[config.mk]
export PLATFORM = sky130hd
export DESIGN_NAME = reg_bank_mp
export DESIGN_NICKNAME = d
export VERILOG_FILES = /design/src/rtl/reg_bank_mp.sv
export SDC_FILE = /design/constraint.sdc
export NUM_CORES = 1
export LEC_CHECK = 0
export BUFFER_PORTS_ARGS = -buffer_cell sky130_fd_sc_hd__buf_2
export CAP_MARGIN = 40
export CORE_UTILIZATION = 57
export DETAILED_ROUTE_END_ITERATION = 6
export PLACE_DENSITY = 0.78
export SKIP_LAST_GASP = 1
export SLEW_MARGIN = 20
export SYNTH_ARGS = -nofsm -noshare
export SYNTH_HDL_FRONTEND = slang
export SYNTH_SLANG_ARGS = --single-unit
[constraint.sdc]
create_clock -name clk -period 3.1 [get_ports clk]
set_input_delay 0 -clock clk [delete_from_list [all_inputs] [get_ports clk]]
set_output_delay 0 -clock clk [all_outputs]
set_load 0.05 [all_outputs]
[src/rtl/reg_bank_mp.sv]
// Multi-read-port register file with registered read data, per-port valid and
// a post-reset clear sequencer. Optional write-to-read forwarding: REGFILE_BYPASS_EN.
module reg_bank_mp #(
    parameter int unsigned XLEN  = 32,
    parameter int unsigned NREGS = 32,
    parameter int unsigned NRD   = 2,
    localparam int unsigned AW   = $clog2(NREGS)
) (
    input  logic                clk,
    input  logic                rst,
    input  logic [NRD-1:0]      rd_en,
    input  logic [NRD*AW-1:0]   rd_addr,
    output logic [NRD*XLEN-1:0] rd_data,
    output logic [NRD-1:0]      rd_valid,
    input  logic                wr_en,
    input  logic [AW-1:0]       wr_addr,
    input  logic [XLEN-1:0]     wr_data,
    output logic                busy
);

    typedef enum logic {
        S_CLEAR,
        S_RUN
    } state_t;

    state_t              r_state;
    state_t              w_state_nxt;
    logic [AW-1:0]       r_clr_cnt;
    logic [AW-1:0]       w_cnt_nxt;
    logic [XLEN-1:0]     r_regs [NREGS];
    logic [NRD*XLEN-1:0] r_rd_data;
    logic [NRD-1:0]      r_rd_valid;

    logic                w_we;
    logic [AW-1:0]       w_wr_idx;
    logic [XLEN-1:0]     w_wr_val;
    logic                w_run_we;
    logic [XLEN-1:0]     w_rd_val [NRD];

    assign w_run_we = (r_state == S_RUN) && wr_en && (wr_addr != '0);

    always_ff @(posedge clk) begin
        if (rst) begin
            r_state   <= S_CLEAR;
            r_clr_cnt <= '0;
        end else begin
            r_state   <= w_state_nxt;
            r_clr_cnt <= w_cnt_nxt;
        end
    end

    // The clear sequencer and the user write port share the single array write port.
    always_comb begin
        w_state_nxt = r_state;
        w_cnt_nxt   = r_clr_cnt;
        w_we        = 1'b0;
        w_wr_idx    = wr_addr;
        w_wr_val    = wr_data;
        case (r_state)
            S_CLEAR: begin
                w_we      = 1'b1;
                w_wr_idx  = r_clr_cnt;
                w_wr_val  = '0;
                w_cnt_nxt = r_clr_cnt + AW'(1);
                if (r_clr_cnt == AW'(NREGS - 1))
                    w_state_nxt = S_RUN;
            end
            S_RUN: begin
                w_we = w_run_we;
            end
            default: begin
                w_state_nxt = S_CLEAR;
                w_cnt_nxt   = '0;
            end
        endcase
    end

    always_ff @(posedge clk) begin
        if (!rst && w_we)
            r_regs[w_wr_idx] <= w_wr_val;
    end

    always_comb begin
        for (int unsigned p = 0; p < NRD; p++) begin
            w_rd_val[p] = '0;
            if (rd_addr[p*AW +: AW] != '0) begin
                w_rd_val[p] = r_regs[rd_addr[p*AW +: AW]];
`ifdef REGFILE_BYPASS_EN
                if (w_run_we && (wr_addr == rd_addr[p*AW +: AW]))
                    w_rd_val[p] = wr_data;
`endif
            end
        end
    end

    always_ff @(posedge clk) begin
        if (rst) begin
            r_rd_data  <= '0;
            r_rd_valid <= '0;
        end else if (r_state == S_RUN) begin
            for (int unsigned p = 0; p < NRD; p++) begin
                r_rd_valid[p] <= rd_en[p];
                if (rd_en[p])
                    r_rd_data[p*XLEN +: XLEN] <= w_rd_val[p];
            end
        end else begin
            r_rd_valid <= '0;
        end
    end

    assign rd_data  = r_rd_data;
    assign rd_valid = r_rd_valid;
    assign busy     = (r_state == S_CLEAR);

endmodule
==> summary.md <==
- complete, but fails checks — run status
- DRC — violations in the final reports
- 0.659 — utilization after layout
- 3420 ps — endpoint required time on the critical path
- 0 — number of buffers added for setup after CTS
- 6 — number of antenna violations at the first check in global routing
- done — CTS tree
- 700 ps — latest clock arrival within the worst-skew pair
- 490 ps — Largest stage delay, worst path
- 0 — Routed Antenna Nets
- 0.373 GHz — Max Clk Rate
- 38.4 um — average routed wire per standard cell
- 32200 um2 — area occupied by registers
- 5 — cell depth of the worst flop-to-flop path
- 556 nW/um2 — power density over cell area
- 0.405 — Rel. slew slack
- 0 — Setup Viol. Count Final
- 92100 um — Detail Placement HPWL
- 1024 — number of synthesized flops with an enable pin
- 7 — first drt pass iteration count
- 49300 um2 — post-synthesis instance area
- sky130_fd_sc_hd__o31ai_1 — highest-delay cell along the critical path
- buffers and inverters — Largest delay share family, worst path
- 87700 um2 — die area
- 2838 — final net count
- 0.354 — fraction of final layout cells with drive strength greater than 1
- 0.000448 V — Peak supply drop
- flip-flop — crit end category
- 30700 — total via count after detailed routing
- 1096 — post-synthesis sequential element count
- 0.865 — final period utilization
- 0.916 — GPL Wtd Cong
- 21.7 ps — clk_skew
- 5165 — first-iteration detailed-routing DRC count
- false — unrepaired setup endpoints after global routing
- 30800 — via count of the first global-routing pass
- 3000 ps — arrival time reported for the critical path endpoint
- 14.1% — Layout Area Growth over Synthesis
- 5468 — FILL cells
- 2568 — number of cells produced by synthesis
- 1024 x sky130_fd_sc_hd__edfxtp_1, 454 x sky130_fd_sc_hd__mux4_2, 122 x sky130_fd_sc_hd__a22oi_1, 113 x sky130_fd_sc_hd__buf_4, 112 x sky130_fd_sc_hd__buf_2 — most used cells in the layout excluding fill and tap cells
- 891 ps — transition time at the pin with the least slew margin
- 19.2 um2 — synthesized area divided by synthesized cell count
- 57 — count of different cell masters after synthesis
- 0.652 — sequential fraction of the synthesis area
- 2680 ps — time the worst path needs with I/O delays and setup
- 16300 um2 — combined area of the multi-input logic cells
- sky130_fd_sc_hd__edfxtp_1 62%, sky130_fd_sc_hd__mux4_2 21%, sky130_fd_sc_hd__dfxtp_1 2.9% — synth top area cells
- 0 — count of endpoints failing hold in the final timing report
- reg2reg — Worst Setup Path Type
- 85400 um2 — area of the core
- 0.578 — Starting Density
- 420 ps — post-route worst setup slack
- inv_1 -> o31ai_1 -> nand2b_1 -> nor2_4 -> buf_4 — series of cell instances along the critical path
- 154000 um — aggregate routed wire length
- 0 — GRT Residual Overflow
- 2 — buffers plus inverters on the worst setup path
- 106 — TritonCTS buffer count
- 18 — Critical Path Fanout Max
- sky130_fd_sc_hd__edfxtp_1 — flip-flop cell with the highest count after synthesis
- 119 — I/O pin total
- 0 — count of warnings emitted by yosys
- 556 ps — pre-CTS worst setup slack
- 296 um — height of the chip
- 1096 — total clock sinks
- 0 — CTS resizes
- 118 — port bufs
- 4 — number of DRC violations after detailed routing
- 70 — largest net degree at the start of global routing
- 7.62 — DR vias/cell
- sky130_fd_sc_hd__edfxtp_1 — area leader, netlist
- 218000 um — first-pass GRT wire length
- 0.356 — Global Route Usage Sum
- 3 — count of H-tree levels built during CTS
- 0 — Final Max Slew Viols
- sky130_fd_sc_hd__clkbuf_16 — clock tree root buffer cell
- 31300 uW — total design power
- 0 — max-cap check violation count
- 5 — number of cells on the critical path
- flip-flop — sort of element at the start of the critical path
- 2622 — syn_nets
- 0.0179 uW — leakage
- sky130_fd_sc_hd__edfxtp_1 — most frequent standard cell in the layout excluding fill and tap cells
- 296 um — die boundary width
- in2reg — class of the tightest hold or removal check
- 0.623 — fraction of synthesized cell area taken by the top area cell type
- 107 — # rows
- 3 — count of cells along the worst hold path
- 0 — asr flop ratio synth
- 3 — maximum count of clock buffers along a single path
- 60 ps — clock-pin slew reported for the worst setup and hold paths after clock tree synthesis
cells in the mapped netlist (all sizes together) (22+ instances only):
| library cell | count |
|---|---|
| nor2 | 81 |
| mux4 | 454 |
| clkbuf | 55 |
| a22oi | 122 |
| nand2 | 45 |
| edfxtp | 1024 |
| or3 | 29 |
| mux2 | 70 |
| o211ai | 29 |
| dfxtp | 72 |
| nand3 | 43 |
| mux2i | 75 |
| a222oi | 22 |
| and2 | 42 |
| o311ai | 22 |
| o22ai | 79 |
| buf | 149 |
state kept, by name, summed over array words and instances, names as in the netlist:
name	count
r_regs	1024
rd_data	64
r_clr_cnt	5
rd_valid	2
r_state	1
per-layer routing:
metal	track usage	vias up	wire, um
li1	-	11500	-
met1	0.457	15600	49800
met2	0.546	2984	71200
met3	0.115	577	23700
met4	0.191	10	9580
met5	0	-	109
layout make-up:
type | count | share of cell area
Tap cell | 1144 | 0.0254
Sequential cell | 1096 | 0.572
Multi-Input combinational cell | 1262 | 0.289
Clock inverter | 50 | 0.00836
Clock buffer | 149 | 0.0549
Antenna cell | 3 | 0.000133
Timing Repair Buffer | 312 | 0.0496
Inverter | 6 | 0.000400
per-stage QoR:
stage / cells / cell area (um2) / hold WS, ps / TNS [ps]
2_1_floorplan: 2568 / 49300 / 140 / -216230
3_3_place_gp: 3785 / 52300 / 419 / 0
3_5_place_dp: 3790 / 52400 / 413 / 0
4_1_cts: 4016 / 56200 / 1.24 / 0
5_1_grt: 4019 / 56300 / 15.5 / 0
6_report: 4022 / 56300 / 10.2 / 0
power breakdown:
| group | switching [uW] | internal [uW] | total [uW] |
|---|---|---|---|
| Sequential | 47.0 | 16000 | 16100 |
| Combinational | 1130 | 878 | 2010 |
| Clock | 5560 | 7670 | 13200 |
logic make-up (layout without fill, tap and decap cells):
family	Yosys count	count (layout)	share of synthesized area
other	0	3	0
and+or+nand+nor	292	292	0.0307
muxes	599	599	0.238
adders and majority gates	2	2	0.000507
xor gates and xnor gates	3	3	0.000533
buffers and inverters	210	517	0.0227
AOI/OAI and AO/OA	366	366	0.0547
DFF	1096	1096	0.652
path summary, 6_finish.rpt:
kind | startpoint | slack (ps) | to
hold reg to reg | rd_data[5] | 530 | rd_data[5]
hold / removal | wr_data[31] | 10 | r_regs[9][31]
setup reg to reg | r_state | 420 | r_regs[9][16]
setup / recovery | r_state | 420 | r_regs[9][16]
worst min-delay path: cells and delay by family:
kind	cells	cell delay, ps
buf+inv	2	330
simple gates	1	150
repair_timing:
action / in CTS / in global routing
hold buffers: 27 / 1
hold endpoints to repair: 364 / 7
setup endpoints to repair: 0 / 0
(Power assumes the default switching activity.)
